==> src/rtl/riscv_perf_monitor_if.sv <==
// Bundle of the pipeline event inputs, the counter readout port and the
// branch-trace pop port of riscv_perf_monitor. The core side drives through
// the master modport and the monitor sits on the slave modport.
interface riscv_perf_monitor_if #(
    parameter int CNT_W       = 32,
    parameter int TRACE_DEPTH = 16,
    parameter int XLEN        = 32
);
    localparam int LVL_W = $clog2(TRACE_DEPTH) + 1;

    logic             enable;
    logic             clear;
    logic [XLEN-1:0]  PC_MEM;
    logic             PCSrc;
    logic             pipeline_stall;
    logic [1:0]       forwardA;
    logic [1:0]       forwardB;
    logic [2:0]       cnt_sel;
    logic [CNT_W-1:0] cnt_data;
    logic             trace_rd_en;
    logic [XLEN-1:0]  trace_data;
    logic             trace_empty;
    logic             trace_full;
    logic [LVL_W-1:0] trace_level;
    logic             trace_ovf;

    modport master (
        output enable, clear, PC_MEM, PCSrc, pipeline_stall,
               forwardA, forwardB, cnt_sel, trace_rd_en,
        input  cnt_data, trace_data, trace_empty, trace_full,
               trace_level, trace_ovf
    );

    modport slave (
        input  enable, clear, PC_MEM, PCSrc, pipeline_stall,
               forwardA, forwardB, cnt_sel, trace_rd_en,
        output cnt_data, trace_data, trace_empty, trace_full,
               trace_level, trace_ovf
    );
endinterface

==> src/rtl/riscv_perf_monitor.sv <==
// RISC-V pipeline performance monitor: five saturating event counters
// (cycles, stalls, forwardA, forwardB, taken branches) with a muxed readout,
// plus an optional FIFO that records the MEM-stage PC of each taken branch.
// The branch-trace buffer is only built when the macro PERF_TRACE_EN is
// defined; otherwise the trace outputs are tied to an idle, empty buffer.
module riscv_perf_monitor #(
    parameter int CNT_W       = 32,
    parameter int TRACE_DEPTH = 16,
    parameter int XLEN        = 32
) (
    input  logic                 clk,
    input  logic                 reset,
    riscv_perf_monitor_if.slave  bus
);
    localparam int NUM_CNT = 5;
    localparam int CNT_CYC   = 0;
    localparam int CNT_STALL = 1;
    localparam int CNT_FWDA  = 2;
    localparam int CNT_FWDB  = 3;
    localparam int CNT_BR    = 4;

    localparam int LVL_W = $clog2(TRACE_DEPTH) + 1;

    localparam logic [CNT_W-1:0] CNT_MAX = {CNT_W{1'b1}};
    localparam logic [CNT_W-1:0] CNT_ONE = CNT_W'(1);

    logic [NUM_CNT-1:0] cnt_inc;
    logic [CNT_W-1:0]   cnt_q [NUM_CNT];
    logic [CNT_W-1:0]   cnt_d [NUM_CNT];
    logic [CNT_W-1:0]   cnt_rd;

    // Decode which events occurred this cycle; nothing counts while disabled
    always_comb begin
        cnt_inc = '0;
        if (bus.enable) begin
            cnt_inc[CNT_CYC]   = 1'b1;
            cnt_inc[CNT_STALL] = bus.pipeline_stall;
            cnt_inc[CNT_FWDA]  = (bus.forwardA != 2'b00);
            cnt_inc[CNT_FWDB]  = (bus.forwardB != 2'b00);
            cnt_inc[CNT_BR]    = bus.PCSrc;
        end
    end

    // Saturating counter next-state; clear wins over any increment
    always_comb begin
        for (int i = 0; i < NUM_CNT; i++) begin
            cnt_d[i] = cnt_q[i];
            if (bus.clear) begin
                cnt_d[i] = '0;
            end else if (cnt_inc[i] && (cnt_q[i] != CNT_MAX)) begin
                cnt_d[i] = cnt_q[i] + CNT_ONE;
            end
        end
    end

    // Counter registers
    always_ff @(posedge clk or posedge reset) begin
        if (reset) begin
            for (int i = 0; i < NUM_CNT; i++) begin
                cnt_q[i] <= '0;
            end
        end else begin
            for (int i = 0; i < NUM_CNT; i++) begin
                cnt_q[i] <= cnt_d[i];
            end
        end
    end

    // Combinational readout mux; unused select codes read as zero
    always_comb begin
        cnt_rd = '0;
        case (bus.cnt_sel)
            3'd0:    cnt_rd = cnt_q[CNT_CYC];
            3'd1:    cnt_rd = cnt_q[CNT_STALL];
            3'd2:    cnt_rd = cnt_q[CNT_FWDA];
            3'd3:    cnt_rd = cnt_q[CNT_FWDB];
            3'd4:    cnt_rd = cnt_q[CNT_BR];
            default: cnt_rd = '0;
        endcase
    end

    assign bus.cnt_data = cnt_rd;

`ifdef PERF_TRACE_EN
    // Depth is a power of two, so the pointers wrap naturally at PTR_W bits
    localparam int PTR_W = $clog2(TRACE_DEPTH);
    localparam logic [PTR_W-1:0] PTR_ONE  = PTR_W'(1);
    localparam logic [LVL_W-1:0] LVL_ONE  = LVL_W'(1);
    localparam logic [LVL_W-1:0] LVL_FULL = LVL_W'(TRACE_DEPTH);

    logic [XLEN-1:0]  mem_q [TRACE_DEPTH];
    logic [PTR_W-1:0] head_q, head_d;
    logic [PTR_W-1:0] tail_q, tail_d;
    logic [LVL_W-1:0] level_q, level_d;
    logic             ovf_q, ovf_d;
    logic             is_empty, is_full;
    logic             push_req, pop_ok, push_ok;

    // FIFO control: a pop frees the slot a same-cycle push needs when full,
    // and an unserviceable push is dropped and flagged instead
    always_comb begin
        is_empty = (level_q == '0);
        is_full  = (level_q == LVL_FULL);
        push_req = bus.enable && bus.PCSrc && !bus.clear;
        pop_ok   = bus.trace_rd_en && !is_empty && !bus.clear;
        push_ok  = push_req && (!is_full || pop_ok);

        head_d  = head_q;
        tail_d  = tail_q;
        level_d = level_q;
        ovf_d   = ovf_q;

        if (bus.clear) begin
            head_d  = '0;
            tail_d  = '0;
            level_d = '0;
            ovf_d   = 1'b0;
        end else begin
            if (push_ok) begin
                tail_d = tail_q + PTR_ONE;
            end
            if (pop_ok) begin
                head_d = head_q + PTR_ONE;
            end
            if (push_ok && !pop_ok) begin
                level_d = level_q + LVL_ONE;
            end else if (!push_ok && pop_ok) begin
                level_d = level_q - LVL_ONE;
            end
            if (push_req && is_full && !pop_ok) begin
                ovf_d = 1'b1;
            end
        end
    end

    // Pointer, occupancy and overflow registers
    always_ff @(posedge clk or posedge reset) begin
        if (reset) begin
            head_q  <= '0;
            tail_q  <= '0;
            level_q <= '0;
            ovf_q   <= 1'b0;
        end else begin
            head_q  <= head_d;
            tail_q  <= tail_d;
            level_q <= level_d;
            ovf_q   <= ovf_d;
        end
    end

    // Trace storage; contents need no reset because reads are gated by empty
    always_ff @(posedge clk) begin
        if (push_ok) begin
            mem_q[tail_q] <= bus.PC_MEM;
        end
    end

    assign bus.trace_empty = is_empty;
    assign bus.trace_full  = is_full;
    assign bus.trace_level = level_q;
    assign bus.trace_ovf   = ovf_q;
    assign bus.trace_data  = is_empty ? {XLEN{1'b0}} : mem_q[head_q];
`else
    // No trace storage: present a permanently empty, never-overflowing buffer
    assign bus.trace_empty = 1'b1;
    assign bus.trace_full  = 1'b0;
    assign bus.trace_level = {LVL_W{1'b0}};
    assign bus.trace_ovf   = 1'b0;
    assign bus.trace_data  = {XLEN{1'b0}};
`endif
endmodule

==> src/flat_wrapper.sv <==
// flat-port wrapper written by rule: the top's interface ports become plain ports
module riscv_perf_monitor_flat 
#(
    parameter int CNT_W       = 32,
    parameter int TRACE_DEPTH = 16,
    parameter int XLEN        = 32
)
  (clk, reset, bus_enable, bus_clear, bus_PC_MEM, bus_PCSrc, bus_pipeline_stall, bus_forwardA, bus_forwardB, bus_cnt_sel, bus_trace_rd_en, bus_cnt_data, bus_trace_data, bus_trace_empty, bus_trace_full, bus_trace_level, bus_trace_ovf);
  riscv_perf_monitor_if #(.CNT_W(CNT_W), .TRACE_DEPTH(TRACE_DEPTH), .XLEN(XLEN)) bus_i ();
  input  logic clk;
  input  logic reset;
  input wire logic [$bits(bus_i.enable)-1:0] bus_enable;
  input wire logic [$bits(bus_i.clear)-1:0] bus_clear;
  input wire logic [$bits(bus_i.PC_MEM)-1:0] bus_PC_MEM;
  input wire logic [$bits(bus_i.PCSrc)-1:0] bus_PCSrc;
  input wire logic [$bits(bus_i.pipeline_stall)-1:0] bus_pipeline_stall;
  input wire logic [$bits(bus_i.forwardA)-1:0] bus_forwardA;
  input wire logic [$bits(bus_i.forwardB)-1:0] bus_forwardB;
  input wire logic [$bits(bus_i.cnt_sel)-1:0] bus_cnt_sel;
  input wire logic [$bits(bus_i.trace_rd_en)-1:0] bus_trace_rd_en;
  output wire logic [$bits(bus_i.cnt_data)-1:0] bus_cnt_data;
  output wire logic [$bits(bus_i.trace_data)-1:0] bus_trace_data;
  output wire logic [$bits(bus_i.trace_empty)-1:0] bus_trace_empty;
  output wire logic [$bits(bus_i.trace_full)-1:0] bus_trace_full;
  output wire logic [$bits(bus_i.trace_level)-1:0] bus_trace_level;
  output wire logic [$bits(bus_i.trace_ovf)-1:0] bus_trace_ovf;
  assign bus_i.enable = bus_enable;
  assign bus_i.clear = bus_clear;
  assign bus_i.PC_MEM = bus_PC_MEM;
  assign bus_i.PCSrc = bus_PCSrc;
  assign bus_i.pipeline_stall = bus_pipeline_stall;
  assign bus_i.forwardA = bus_forwardA;
  assign bus_i.forwardB = bus_forwardB;
  assign bus_i.cnt_sel = bus_cnt_sel;
  assign bus_i.trace_rd_en = bus_trace_rd_en;
  assign bus_cnt_data = bus_i.cnt_data;
  assign bus_trace_data = bus_i.trace_data;
  assign bus_trace_empty = bus_i.trace_empty;
  assign bus_trace_full = bus_i.trace_full;
  assign bus_trace_level = bus_i.trace_level;
  assign bus_trace_ovf = bus_i.trace_ovf;
  riscv_perf_monitor #(.CNT_W(CNT_W), .TRACE_DEPTH(TRACE_DEPTH), .XLEN(XLEN)) u_core (.clk(clk), .reset(reset), .bus(bus_i));
endmodule
==> config.mk <==
export PLATFORM = sky130hd
export DESIGN_NAME = riscv_perf_monitor_flat
export DESIGN_NICKNAME = d
export VERILOG_FILES = /design/src/rtl/riscv_perf_monitor_if.sv /design/src/rtl/riscv_perf_monitor.sv /design/src/flat_wrapper.sv
export SDC_FILE = /design/constraint.sdc
export NUM_CORES = 1
export LEC_CHECK = 0
export BUFFER_PORTS_ARGS = -buffer_cell sky130_fd_sc_hd__buf_2
export CORE_MARGIN = 1
export CORE_UTILIZATION = 47
export DETAILED_ROUTE_END_ITERATION = 8
export PLACE_DENSITY_LB_ADDON = 0.3
export SLEW_MARGIN = 10
export SYNTH_ARGS = -nofsm -noshare
export SYNTH_HDL_FRONTEND = slang
export SYNTH_SLANG_ARGS = --single-unit
==> constraint.sdc <==
create_clock -name clk -period 9 [get_ports clk]
set_clock_uncertainty 0.05 [all_clocks]
set_input_delay 0.45 -clock clk [delete_from_list [all_inputs] [get_ports clk]]
set_output_delay 0.45 -clock clk [all_outputs]
set_load 0.05 [all_outputs]
==> run summary, run 1 <==
Largest Register: u_core.cnt_q
Clock Pin Slew Worst Setup and Hold Paths: 0.06 ns
Seq/Total Area, Yosys: 38.8%
DRC viols: 0
CP required: 8.50 ns
max cap viols: 0
Setup crit start kind: primary input
Slew @ Worst Pin: 1.10 ns
ANT cells: 0
Worst Setup End Kind: output pin
Tot GR Track Use: 25.8%
Cells after DPL: 1,473
asr flop ratio synth: 100%
Finished Layout Cells: 1,504
cell taking the most area after synthesis: dfrtp_1
CP max FO: 37
Layout area overhead: 7.90%
DR WL/cell: 18.9 um
Initial Utilization: 48.5%
grt total ovfl: 0
TritonCTS clock tree: built
Die Y: 150 um
Reg2Reg Launch Point: u_core.cnt_q[114]$_DFFE_PP0P_
synthesis warning total: 0
Distinct cells, synth: 56
global-route wire length before repair: 45.8 mm
Synth area leaders: dfrtp_1 (39%), a21oi_1 (6.4%), or4_1 (4.2%), nor2_1 (4.1%), mux2i_1 (3.4%)
pin count of the biggest net entering global routing: 88
Layout Nets: 1,268
worst setup path end: bus_cnt_data[10]
Core Area: 21,300 um2
CTS Buffer Depth: 2
total power: 1.60 mW
vias in the first global route: 8,752
Reg2Reg Setup Slack: 6.06 ns
Hold Crit Class: in2async
Worst Setup SP: bus_cnt_sel[0]
number of flip-flops under the largest register name: 160
min cycle time layout: 3.24 ns
R2R depth: 5
first-pass iteration count of the detailed router: 5
top cell type's share of synthesized area: 38.8%
Fin. Hold Viols: 0
CP arrival: 2.74 ns
layout cells sized above 1: 9.36%
DIE WIDTH: 150 um
I/O pins: 118
Synth Instances: 1,224
syn avg cell area: 8.43 um2
initial antenna violation count: 0
Primary FF master, synth: dfrtp_1
run status: complete, no violations
RSZ-0062 raised after global routing: false
Cell Pwr Density: 143 nW/um2
CTS sink cnt: 160
routed vias/inst: 6.45
post-route ant nets: 0
Final HPWL DP: 19.4 mm
TritonCTS buffer count: 17
Final Max Tran Viols: 0
Resized cells post-CTS: 0
gpl congestion: 0.876
biggest registers after layout: u_core.cnt_q x160
Post-synth EDFFs: 0
WL final: 28.4 mm
slew margin rel.: 26.9%
Setup Fix Bufs, Post-CTS: 0
Synth Register Bits: 160
Die ar.: 22,600 um2
Commonest cells post-synth: dfrtp_1 (160), a21oi_1 (132), nor2_1 (113)
Netlist Area Pre-Place: 10,300 um2
clk root buf: clkbuf_16
Row Count: 53
FMAX: 309 MHz
CTS H-tree lvls: 4
hold bufs inserted after CTS: 0
worst vdd ir: 125 uV
final setup vio count: 0
kind of critical path: in2out
setup TNS: 0 ns
PortBufs: 44
Leak: 4.13 nW
clock latency on the worst-skew pair: 0.44 ns
most frequent cell after synthesis: dfrtp_1
period utilization: 36.0%
DRT iter0 DRCs: 966
total number of vias: 9,701
r2r endpoint: u_core.cnt_q[126]$_DFFE_PP0P_
## critical path: stages
cell and delay, ns:
buf_2 0.78, nor2b_2 0.29, buf_4 0.34, a22oi_1 0.16, o22ai_1 0.35, buf_2 0.34
## layout make-up
| cell class | count | area [um2] |
|---|---|---|
| timing repair buffer | 58 | 328 |
| fill | 2024 | 10100 |
| multi-input combinational | 954 | 5760 |
| sequential | 160 | 4000 |
| tap | 275 | 344 |
| clock buffer | 23 | 498 |
| inverter | 26 | 103 |
| clock inverter | 8 | 103 |
## logic make-up (layout without fill, tap and decap cells)
family,after synthesis,after routing,share of synthesized area (%)
AND/OR/NAND/NOR,486,486,25.5
flip-flops,160,160,38.8
adder cells (fa/ha/maj),5,5,0.606
XOR/XNOR,35,35,2.97
buffers and inverters,148,115,7.08
multiplexers,48,48,4.81
other,2,40,0.0728
AO/OA/AOI/OAI,340,340,20.2
## stage by stage
| step | setup WS, ns | cell area (um2) | hold WS [ns] | utilization, % |
|---|---|---|---|---|
| 2_1_floorplan | 4.18 | 10500 | 0.467 | - |
| 3_3_place_gp | 5.78 | 10500 | 0.495 | 49.5 |
| 3_5_place_dp | 5.79 | 10500 | 0.506 | 49.5 |
| 4_1_cts | 5.79 | 11100 | 0.0769 | 52.3 |
| 5_1_grt | 5.68 | 11100 | 0.122 | 52.3 |
| 6_report | 5.76 | 11100 | 0.0498 | 52.3 |
## worst min path at each step
stage | endpoint | slack [ns] | cells after the start
floorplan | u_core.cnt_q[141]$_DFFE_PP0P_ | 0.47 | 1
global placement | u_core.cnt_q[140]$_DFFE_PP0P_ | 0.50 | 2
detailed placement | u_core.cnt_q[137]$_DFFE_PP0P_ | 0.51 | 2
CTS | u_core.cnt_q[87]$_DFFE_PP0P_ | 0.08 | 2
global route | u_core.cnt_q[89]$_DFFE_PP0P_ | 0.12 | 2
finish | u_core.cnt_q[87]$_DFFE_PP0P_ | 0.05 | 2
## power by group
group | internal [mW] | switching (mW)
Clock | 0.444 | 0.301
Sequential | 0.723 | 0.00548
Combinational | 0.0184 | 0.106
## placed cells by master (no fill, tap or decap), drive strengths merged, types with 13 or more instances in the layout
master,instances
a21oi,132
a22oi,31
and4,13
buf,58
clkbuf,23
conb,40
dfrtp,160
inv,26
mux2,13
mux2i,35
nand2,65
nand3,59
nand4,52
nor2,113
nor2b,14
nor3,13
nor4,23
o21ai,49
o22ai,32
o31ai,47
or3,50
or4,59
xnor2,32
## metal layers
layer,part of all wire (%),track usage (%)
met1,45,36.2
met2,46,40.8
met3,6.9,3.91
met4,2.1,8.18
met5,0,0
Note: power is estimated with default switching activity, not from simulation.
==> inputs of run 2 (changes only) <==
==> constraint.sdc (replaced) <==
create_clock -name clk -period 3.2 [get_ports clk]
set_clock_uncertainty 0.05 [all_clocks]
set_input_delay 0.16 -clock clk [delete_from_list [all_inputs] [get_ports clk]]
set_output_delay 0.16 -clock clk [all_outputs]
set_load 0.05 [all_outputs]
==> run 2 against run 1 <==
Effect of this change:
- global-route usage is 0.35 points higher
- setup slack worse by 5.2 ns
- clock power grew to 3.3 times the previous value
- register-to-register slack lost 5.5 ns
- sequential power increased to 2.8 times the previous value
- power grew to 3.0 times the previous value
- first-iteration DRC count increased by 4.6%
- critical path depth stayed put
- final area rose by 2.8%
- non-clock buffer count rose by 22
- clock-buffer cell count shrank 4
- critical path type is now reg2reg
- largest cell class unchanged
- highest routed layer unchanged
==> run summary, run 2 (synthesis results as in run 1) <==
routed vias/inst: 6.40 (was 6.45)
Initial Utilization: 48.5% (unchanged)
Reg2Reg Setup Slack: 0.52 ns (was 6.06 ns)
clk root buf: clkbuf_16 (unchanged)
HP Start: bus_PCSrc
Row Count: 53 (unchanged)
placed inst area: 10,700 um2 (was 10,500 um2)
final worst setup slack: 0.522 ns (was 5.76 ns)
Switching Power: 1.19 mW (was 0.413 mW)
grt total ovfl: 0 (unchanged)
CTS Buffer Depth: 2 (unchanged)
period utilization: 83.7%
CP required: 3.45 ns (was 8.50 ns)
R2R depth: 6 (was 5)
FMAX: 373 MHz
setup TNS: 0 ns (unchanged)
run status: complete, no violations (unchanged)
Final HPWL DP: 19.8 mm (was 19.4 mm)
TritonCTS clock tree: built (unchanged)
Worst path slowest cell: or4_1 (was buf_2)
Hold Crit Class: in2reg (was in2async)
biggest registers after layout: u_core.cnt_q x160 (unchanged)
final setup vio count: 0 (unchanged)
clock latency on the worst-skew pair: 0.44 ns (about the same)
vias in the first global route: 8,688 (was 8,752)
DIE WIDTH: 150 um (unchanged)
layout cells sized above 1: 10.9% (was 9.36%)
Clk pwr share: 50.2% (was 46.6%)
Hold Path Stages: 5
total power: 4.85 mW (was 1.60 mW)
Layout Nets: 1,290 (was 1,268)
design area: 11,500 um2 (was 11,100 um2)
I/O pins: 118 (unchanged)
Comb pwr share: 7.6% (was 7.8%)
DRC viols: 0 (unchanged)
Largest Register: u_core.cnt_q (unchanged)
crit-path cells: nand4_2 > or4_1 > o31ai_4 > buf_12 > mux2i_1 > nor2_1 (was buf_2 > nor2b_2 > buf_4 > a22oi_1 > o22ai_1 > buf_2)
most frequent cells in the layout: dfrtp_1 (160), a21oi_1 (132), nor2_1 (112) (unchanged)
Leak: 4.29 nW (was 4.13 nW)
Slew @ Worst Pin: 0.909 ns (was 1.10 ns)
max cap viols: 0 (unchanged)
slew margin rel.: 37.8% (was 26.9%)
Tot GR Track Use: 26.2% (was 25.8%)
Buf+Inv Stages, Crit Path: 1 (was 3)
post-route ant nets: 0 (unchanged)
min cycle time layout: 2.68 ns
RSZ-0062 raised after global routing: false (unchanged)
first-pass iteration count of the detailed router: 6 (was 5)
Max stage delay on crit path: 0.70 ns (was 0.78 ns)
initial antenna violation count: 0 (unchanged)
Die Y: 150 um (unchanged)
global-route wire length before repair: 46.1 mm (was 45.8 mm)
Finished Layout Cells: 1,527 (was 1,504)
Setup crit start kind: flop (was primary input)
WL final: 28.7 mm (was 28.4 mm)
Cell Pwr Density: 424 nW/um2 (was 143 nW/um2)
worst vdd ir: 357 uV (was 125 uV)
most common cell after layout, fill and taps aside: dfrtp_1 (unchanged)
Seq pwr share: 42.2% (was 45.6%)
dpl ws: 0.548 ns (was 5.79 ns)
Setup Fix Bufs, Post-CTS: 0 (unchanged)
switch share: 24.4% (was 25.8%)
Cells after DPL: 1,494 (was 1,473)
CTS sink cnt: 160 (unchanged)
Hold Path End: u_core.cnt_q[28]$_DFFE_PP0P_
CP top delay family: simple AND/OR/NAND/NOR gates (was buffers and inverters)
DR WL/cell: 18.8 um (was 18.9 um)
ANT cells: 0 (unchanged)
kind of critical path: reg2reg (was in2out)
TritonCTS buffer count: 17 (unchanged)
Die ar.: 22,600 um2 (unchanged)
Pint: 3.67 mW (was 1.19 mW)
PortBufs: 44 (unchanged)
total number of vias: 9,779 (was 9,701)
gpl congestion: 0.902 (was 0.876)
Worst path depth: 6 (unchanged)
r2r endpoint: u_core.cnt_q[1]$_DFFE_PP0P_ (was u_core.cnt_q[126]$_DFFE_PP0P_)
CP max FO: 25 (was 37)
Layout area overhead: 11.0% (was 7.90%)
Clock Pin Slew Worst Setup and Hold Paths: 0.07 ns (was 0.06 ns)
Final Max Tran Viols: 0 (unchanged)
Core Area: 21,300 um2 (unchanged)
CP arrival: 2.93 ns (was 2.74 ns)
pin count of the biggest net entering global routing: 91 (was 88)
Fin. Hold Viols: 0 (unchanged)
DRT iter0 DRCs: 1,010 (was 966)
CTS H-tree lvls: 4 (unchanged)
Worst Setup End Kind: flop (was output pin)
number of flip-flops under the largest register name: 160 (unchanged)
Reg2Reg Launch Point: u_core.cnt_q[3]$_DFFE_PP0P_ (was u_core.cnt_q[114]$_DFFE_PP0P_)
## run 2: changes by cell type in the layout (fill, tap and decap cells not counted), moves of 2 or more
cell,previous run,this run
buf_12,0,4
buf_4,15,32
clkbuf_8,5,1
clkinv_4,1,3
bufinv_16,2,7
## run 2: power by group through the flow
stage	Clock, mW	Combinational, mW	Sequential, mW
after floorplan	0	0.320	2.08
after global placement	0	0.365	2.08
after detailed placement	0	0.368	2.08
after CTS	2.47	0.369	2.05
after global routing	2.56	0.401	2.05
final	2.44	0.369	2.05
## run 2: stage by stage
| stage | hold slack [ns] | util [%] |
|---|---|---|
| 2_1_floorplan | 0.413 | - |
| 3_3_place_gp | 0.0612 | 50.5 |
| 3_5_place_dp | 0.0582 | 50.5 |
| 4_1_cts | 0.127 | 53.8 |
| 5_1_grt | 0.155 | 53.8 |
| 6_report | 0.139 | 53.8 |
## run 2: routing by layer
layer | GRT usage [%] | up-vias | routed length, um
met3 | 4.27 | 34 | 1920
met1 | 37.4 | 4778 | 13100
met5 | 0 | - | 0
met4 | 6.92 | 0 | 499
met2 | 40.9 | 378 | 13200
li1 | - | 4589 | -
## run 2: how the worst max path moves through the flow
stage	startpoint	to	slack [ns]
after floorplan	u_core.cnt_q[0]$_DFFE_PP0P_	u_core.cnt_q[1]$_DFFE_PP0P_	0.90
after global placement	u_core.cnt_q[3]$_DFFE_PP0P_	u_core.cnt_q[1]$_DFFE_PP0P_	0.61
after detailed placement	u_core.cnt_q[3]$_DFFE_PP0P_	u_core.cnt_q[1]$_DFFE_PP0P_	0.55
after CTS	u_core.cnt_q[3]$_DFFE_PP0P_	u_core.cnt_q[1]$_DFFE_PP0P_	0.56
after global routing	u_core.cnt_q[64]$_DFFE_PP0P_	u_core.cnt_q[79]$_DFFE_PP0P_	0.40
final	u_core.cnt_q[3]$_DFFE_PP0P_	u_core.cnt_q[1]$_DFFE_PP0P_	0.52
## run 2: worst reg2reg max path, stage by stage (launching register included)
cell and delay, ns:
dfrtp_1 0.47, nand4_2 0.19, or4_1 0.70, o31ai_4 0.63, buf_12 0.24, mux2i_1 0.21, nor2_1 0.05
## run 2: layout make-up
type / count / area (um2)
clock buffers: 19 / 443
clock inverters: 13 / 258
fillers: 1954 / 9830
inverters: 26 / 101
multi-input cells: 954 / 5760
flip-flops and latches: 160 / 4000
well taps: 275 / 344
repair buffers: 80 / 546
## run 2: what timing repair did
action / CTS / global route
endpoints found under the hold margin: 77 / 0
hold buffers: 1 / 0
resized for setup: 0 / 0
